### src/rtl/uart_pkg.sv
// Shared UART definitions: FSM state encoding, parity mode codes, default
// bit timing and a parity helper. Used by the receiver and the planned transmitter.
package uart_pkg;

    // Receiver FSM states
    typedef enum logic [2:0] {
        IDLE       = 3'd0,
        START      = 3'd1,
        DATA       = 3'd2,
        PARITY     = 3'd3,
        STOP       = 3'd4,
        BREAK_WAIT = 3'd5
    } uart_state_e;

    // Parity mode codes
    localparam int PARITY_NONE = 0;
    localparam int PARITY_ODD  = 1;
    localparam int PARITY_EVEN = 2;

    // 25 MHz / 115200 baud = 217 clocks per bit
    localparam int CLKS_PER_BIT_DEFAULT = 217;

    // Parity bit a transmitter would send for this word. Unused upper bits
    // must be zero so they do not disturb the XOR.
    function automatic logic parity_bit(input logic [8:0] data, input int mode);
        logic x;
        x = ^data;
        return (mode == PARITY_ODD) ? ~x : x;
    endfunction

endpackage

### src/rtl/sync_2ff.sv
// Two-flop synchroniser for asynchronous inputs, one chain per bit.
// Reset value is a parameter so idle-high lines come out of reset idle.
module sync_2ff #(
    parameter int   WIDTH     = 1,
    parameter logic RESET_VAL = 1'b1
) (
    input  logic             clk,
    input  logic             rst_n,
    input  logic [WIDTH-1:0] d_i,
    output logic [WIDTH-1:0] q_o
);

    generate
        for (genvar gi = 0; gi < WIDTH; gi++) begin : g_bit
            logic meta_q;
            logic sync_q;

            // Metastability filter: two back-to-back flops per bit
            always_ff @(posedge clk) begin
                if (!rst_n) begin
                    meta_q <= RESET_VAL;
                    sync_q <= RESET_VAL;
                end else begin
                    meta_q <= d_i[gi];
                    sync_q <= meta_q;
                end
            end

            assign q_o[gi] = sync_q;
        end
    endgenerate

endmodule

### src/rtl/uart_rx_param.sv
// Parametrised UART receiver: synchronised input, mid-bit sampling with
// false-start rejection, optional parity, 1 or 2 stop bits, one-cycle
// data_valid strobe with per-word parity and framing error flags.
module uart_rx_param
    import uart_pkg::*;
#(
    parameter int CLKS_PER_BIT = CLKS_PER_BIT_DEFAULT,
    parameter int DATA_BITS    = 8,
    parameter int PARITY_MODE  = PARITY_NONE,
    parameter int STOP_BITS    = 1
) (
    input  logic                 clk25MHz,
    input  logic                 rst_n,
    input  logic                 uart_rx,
    output logic [DATA_BITS-1:0] data_out,
    output logic                 data_valid,
    output logic                 parity_err,
    output logic                 frame_err,
    output logic                 busy
);

    localparam int CNT_W = $clog2(CLKS_PER_BIT);
    localparam int IDX_W = 4;
    localparam logic [CNT_W-1:0] HALF_M1   = CNT_W'(CLKS_PER_BIT / 2 - 1);
    localparam logic [CNT_W-1:0] BIT_M1    = CNT_W'(CLKS_PER_BIT - 1);
    localparam logic [IDX_W-1:0] LAST_DATA = IDX_W'(DATA_BITS - 1);
    localparam logic [IDX_W-1:0] LAST_STOP = IDX_W'(STOP_BITS - 1);

    // Reject unsupported configurations at elaboration time
    generate
        if (DATA_BITS < 5 || DATA_BITS > 9 || STOP_BITS < 1 || STOP_BITS > 2 ||
            PARITY_MODE < 0 || PARITY_MODE > 2 || CLKS_PER_BIT < 8) begin : g_param_check
            $error("uart_rx_param: illegal parameter combination");
        end
    endgenerate

    logic rx_s;

    sync_2ff #(
        .WIDTH    (1),
        .RESET_VAL(1'b1)
    ) u_sync (
        .clk  (clk25MHz),
        .rst_n(rst_n),
        .d_i  (uart_rx),
        .q_o  (rx_s)
    );

    uart_state_e          state_q, state_d;
    logic [CNT_W-1:0]     cnt_q, cnt_d;
    logic [IDX_W-1:0]     idx_q, idx_d;
    logic [DATA_BITS-1:0] shift_q, shift_d;
    logic                 par_mis_q, par_mis_d;
    logic                 frm_q, frm_d;
    logic [DATA_BITS-1:0] dout_q, dout_d;
    logic                 dv_q, dv_d;
    logic                 perr_q, perr_d;
    logic                 ferr_q, ferr_d;
    logic                 frm_now;

    // Next-state and output-load logic for the receive FSM
    always_comb begin
        state_d   = state_q;
        cnt_d     = cnt_q;
        idx_d     = idx_q;
        shift_d   = shift_q;
        par_mis_d = par_mis_q;
        frm_d     = frm_q;
        dout_d    = dout_q;
        dv_d      = 1'b0;
        perr_d    = perr_q;
        ferr_d    = ferr_q;
        frm_now   = frm_q | ~rx_s;

        case (state_q)
            IDLE: begin
                if (!rx_s) begin
                    state_d = START;
                    cnt_d   = '0;
                end
            end
            START: begin
                if (cnt_q == HALF_M1) begin
                    if (rx_s) begin
                        // Line went back high before mid-start: glitch
                        state_d = IDLE;
                    end else begin
                        state_d   = DATA;
                        cnt_d     = '0;
                        idx_d     = '0;
                        par_mis_d = 1'b0;
                        frm_d     = 1'b0;
                    end
                end else begin
                    cnt_d = cnt_q + 1'b1;
                end
            end
            DATA: begin
                if (cnt_q == BIT_M1) begin
                    cnt_d   = '0;
                    shift_d = {rx_s, shift_q[DATA_BITS-1:1]};
                    if (idx_q == LAST_DATA) begin
                        idx_d   = '0;
                        state_d = (PARITY_MODE != PARITY_NONE) ? PARITY : STOP;
                    end else begin
                        idx_d = idx_q + 1'b1;
                    end
                end else begin
                    cnt_d = cnt_q + 1'b1;
                end
            end
            PARITY: begin
                if (cnt_q == BIT_M1) begin
                    cnt_d     = '0;
                    par_mis_d = rx_s ^ parity_bit(9'(shift_q), PARITY_MODE);
                    state_d   = STOP;
                end else begin
                    cnt_d = cnt_q + 1'b1;
                end
            end
            STOP: begin
                if (cnt_q == BIT_M1) begin
                    cnt_d = '0;
                    frm_d = frm_now;
                    if (idx_q == LAST_STOP) begin
                        // Publish the word on the same edge as the final stop sample
                        dout_d  = shift_q;
                        perr_d  = par_mis_q;
                        ferr_d  = frm_now;
                        dv_d    = 1'b1;
                        state_d = frm_now ? BREAK_WAIT : IDLE;
                    end else begin
                        idx_d = idx_q + 1'b1;
                    end
                end else begin
                    cnt_d = cnt_q + 1'b1;
                end
            end
            BREAK_WAIT: begin
                // Hold off until the line idles so a break yields one word only
                if (rx_s) begin
                    state_d = IDLE;
                end
            end
            default: state_d = IDLE;
        endcase
    end

    // State and output registers with synchronous active-low reset
    always_ff @(posedge clk25MHz) begin
        if (!rst_n) begin
            state_q   <= IDLE;
            cnt_q     <= '0;
            idx_q     <= '0;
            shift_q   <= '0;
            par_mis_q <= 1'b0;
            frm_q     <= 1'b0;
            dout_q    <= '0;
            dv_q      <= 1'b0;
            perr_q    <= 1'b0;
            ferr_q    <= 1'b0;
        end else begin
            state_q   <= state_d;
            cnt_q     <= cnt_d;
            idx_q     <= idx_d;
            shift_q   <= shift_d;
            par_mis_q <= par_mis_d;
            frm_q     <= frm_d;
            dout_q    <= dout_d;
            dv_q      <= dv_d;
            perr_q    <= perr_d;
            ferr_q    <= ferr_d;
        end
    end

    assign data_out   = dout_q;
    assign data_valid = dv_q;
    assign parity_err = perr_q;
    assign frame_err  = ferr_q;
    assign busy       = (state_q != IDLE);

endmodule

### config.mk
export PLATFORM = sky130hd
export DESIGN_NAME = uart_rx_param
export DESIGN_NICKNAME = d
export VERILOG_FILES = /design/src/rtl/uart_pkg.sv /design/src/rtl/sync_2ff.sv /design/src/rtl/uart_rx_param.sv
export SDC_FILE = /design/constraint.sdc
export NUM_CORES = 1
export LEC_CHECK = 0
export BUFFER_PORTS_ARGS = -buffer_cell sky130_fd_sc_hd__buf_2
export CORE_ASPECT_RATIO = 1.1
export CORE_MARGIN = 3
export CORE_UTILIZATION = 29
export DETAILED_ROUTE_END_ITERATION = 10
export GPL_ROUTABILITY_DRIVEN = 1
export HOLD_SLACK_MARGIN = 0.05
export SLEW_MARGIN = 30
export SYNTH_ARGS = -nofsm -noshare
export SYNTH_HDL_FRONTEND = slang
export SYNTH_SLANG_ARGS = --single-unit
### constraint.sdc
create_clock -name clk25MHz -period 3.2 [get_ports clk25MHz]
set_clock_uncertainty 0.15 [all_clocks]
set_input_delay 0.16 -clock clk25MHz [delete_from_list [all_inputs] [get_ports clk25MHz]]
set_output_delay 0.16 -clock clk25MHz [all_outputs]
set_load 0.01 [all_outputs]
==> impl_metrics.json <==
{
  "clock.fmax_mhz": 437,
  "yosysSeqAreaShare_pct": 37.8,
  "place_congestion": 0.781,
  "fin_crit_sh_pct": 71.5,
  "rsz0062_at_grt": "no",
  "synth_ff_type": "dfxtp_1",
  "drcViolationCount": 0,
  "cts_buffer_depth": 2,
  "critPathMaxStageDelay_ps": 610,
  "place_hpwl_um": 2970,
  "syn_area_um2": 2010,
  "status": "finished, final reports clean",
  "numCtsBuffers": 5,
  "dieArea_um2": 7980,
  "diodes": 0,
  "drt-total-wl_um": 4270,
  "power_leakage_nw": 0.961,
  "cts_hold_buf": 3,
  "nets": 257,
  "worst_ep_arrival_time_ps": 2370,
  "synth_mux_area_share_pct": 6.96,
  "hold_depth": 1,
  "relSlewSlack_pct": 46.7,
  "avgSynthCellArea_um2": 8.54,
  "synth_cells": 236,
  "cap_violations": 0,
  "finalCriticalPeriod_ps": 2290,
  "cp_slowest_cell": "nor2b_1",
  "ys_async_sr_fraction_pct": 0,
  "hold_class": "reg -> reg",
  "grt_overflow": 0,
  "synth.distinct_cells": 49,
  "slew_violations": 0,
  "dieHeight_um": 93.4,
  "ys_seq_elements": 38,
  "synthAdderAreaFrac_pct": 2.48,
  "tightest_slew_ps": 798,
  "synth_xor_area_share_pct": 3.73,
  "setup.worst_path.start_class": "flop",
  "synth_nets": 243,
  "grt_max_degree": 29,
  "synthSimpleGateAreaFrac_pct": 27.3,
  "cp-end-kind": "flop",
  "tns_ps": 0,
  "antenna_found_initial": 0,
  "path_class": "reg -> reg",
  "viasPerCell": 5.10,
  "clk_pin_slew_ps": 80,
  "cp.required_ps": 3290,
  "drive_gt1_share_pct": 13.1,
  "core-area_um2": 6670,
  "vias": 1697,
  "grt_pass1_vias": 1514,
  "p_per_area_nw_per_um2": 440,
  "routed_wire_length_per_instance_um": 12.8,
  "portBuffers": 14,
  "cp_max_fo": 10,
  "grt.total_usage_pct": 11.0,
  "drt_iter0_drc": 148,
  "cts_tree": "built",
  "row_count": 31,
  "finish.utilization_pct": 34.6,
  "crit_chain": "nor2b_1 > o22ai_1 > a21oi_2 > and3_1 > a221o_1",
  "grt_pass1_wl_um": 7070,
  "r2r_cells": 5,
  "start_util_pct": 30.2,
  "htreeDepth": 2,
  "final_hold_viol_count": 0,
  "ant_nets": 0,
  "synth_warnings": 0,
  "cts_setup_buffers": 0,
  "setup_viol": 0,
  "firstDrtPassIters": 4,
  "fp.dieW_um": 85.5,
  "synth_area_leaders": "dfxtp_1, mux2i_1, nand2_1, a21oi_1, nor2_1",
  "cts_resized": 0,
  "synth_compound_area_share_pct": 17.8,
  "synth_top_family_by_area": "simple AND/OR/NAND/NOR gates",
  "yosysTopAreaCellShare_pct": 37.8,
  "cts_root_buf": "clkbuf_8",
  "synth_top_cell_by_area": "dfxtp_1",
  "clkLatencyLatePin_ps": 290,
  "syn_to_final_growth_pct": 14.5,
  "vdd_ir_drop_max_v": 0.000173,
  "synth-edff-count": 0,
  "io-pin-count": 15,
  "clkSinkCount": 38
}
==> report_power, final <==
part	total [mW]	switching, mW	internal, mW
Combinational	0.0365	0.0217	0.0148
Clock	0.495	0.183	0.312
Sequential	0.483	0.00758	0.475
==> worst max-delay path, delay by kind of cell (launching register included) <==
kind,cells,cell delay [ps]
flops,1,480
compound gates,3,760
simple gates,2,830
==> kinds of logic after synthesis <==
kind of cell / count (synthesis)
AND/OR/NAND/NOR: 100
AO/OA/AOI/OAI: 55
flip-flops: 38
buffers and inverters: 18
multiplexers: 14
XOR/XNOR: 7
adder cells (fa/ha/maj): 4
==> cell usage in the layout, fill, tap and decap left out, types with 4 or more instances in the layout <==
master,netlist,final
a21oi_1,20,20
nor2_1,25,25
nand2_1,30,30
buf_2,5,14
inv_1,6,6
and3_1,7,7
nand3_1,10,10
mux2i_1,14,14
xnor2_1,4,4
dfxtp_1,38,38
o21ai_0,11,11
o211ai_1,4,4
ha_1,4,4
clkbuf_8,0,5
nand3b_1,4,4
==> synth_stat cells (3+ instances only) <==
cell	n
a21oi_1	20
a221o_1	3
and3_1	7
buf_2	5
clkbuf_1	4
dfxtp_1	38
ha_1	4
inv_1	6
mux2i_1	14
nand2_1	30
nand3_1	10
nand3b_1	4
nor2_1	25
nor3b_1	3
nor4b_1	3
o211ai_1	4
o21ai_0	11
o22ai_1	3
xnor2_1	4
==> routing by layer <==
layer,GRT usage [%],up-vias,part of all wire [%]
met1,13.6,791,47
met3,2.73,9,3.4
met5,0,-,0
li1,-,866,-
met4,4.75,0,2.2
met2,18.0,31,48
==> flip-flops by register name (all words and copies together) (netlist names) <==
| register | count |
|---|---|
| state_q | 3 |
| cnt_q | 8 |
| shift_q | 8 |
| data_out | 8 |
| frm_q | 1 |
| frame_err | 1 |
| u_sync.q_o | 1 |
| par_mis_q | 1 |
| u_sync.g_bit.meta_q | 1 |
| parity_err | 1 |
| idx_q | 4 |
| data_valid | 1 |
==> stage by stage <==
stage | cells | setup WS, ps | area, µm² | hold slack, ps | total power, mW
CTS | 333 | 945 | 2310 | 270 | 1.03
finish | 333 | 911 | 2310 | 263 | 1.01
global placement | 322 | 1000 | 2140 | 207 | 0.528
floorplan | 236 | 1310 | 2010 | 83.0 | 0.519
global route | 333 | 747 | 2310 | 296 | 1.05
detailed placement | 322 | 932 | 2140 | 208 | 0.528
==> final cells by class <==
type                            instances  area, µm²
Inverter                                7       26.3
Sequential cell                        38        761
Clock inverter                          3       68.8
Tap cell                               82        103
Multi-Input combinational cell        180       1170
Fill cell                             703       4360
Clock buffer                            5       68.8
Timing Repair Buffer                   18        108
==> path summary, 6_finish.rpt <==
kind / startpoint / to / slack, ps
worst max-delay path: state_q[1] / cnt_q[7] / 910
worst min-delay path: u_sync.g_bit[0].meta_q / u_sync.q_o / 260
worst max register to register: state_q[1] / cnt_q[7] / 910
worst min register to register: u_sync.g_bit[0].meta_q / u_sync.q_o / 260
No activity file was read; power rests on OpenSTA's default activity.
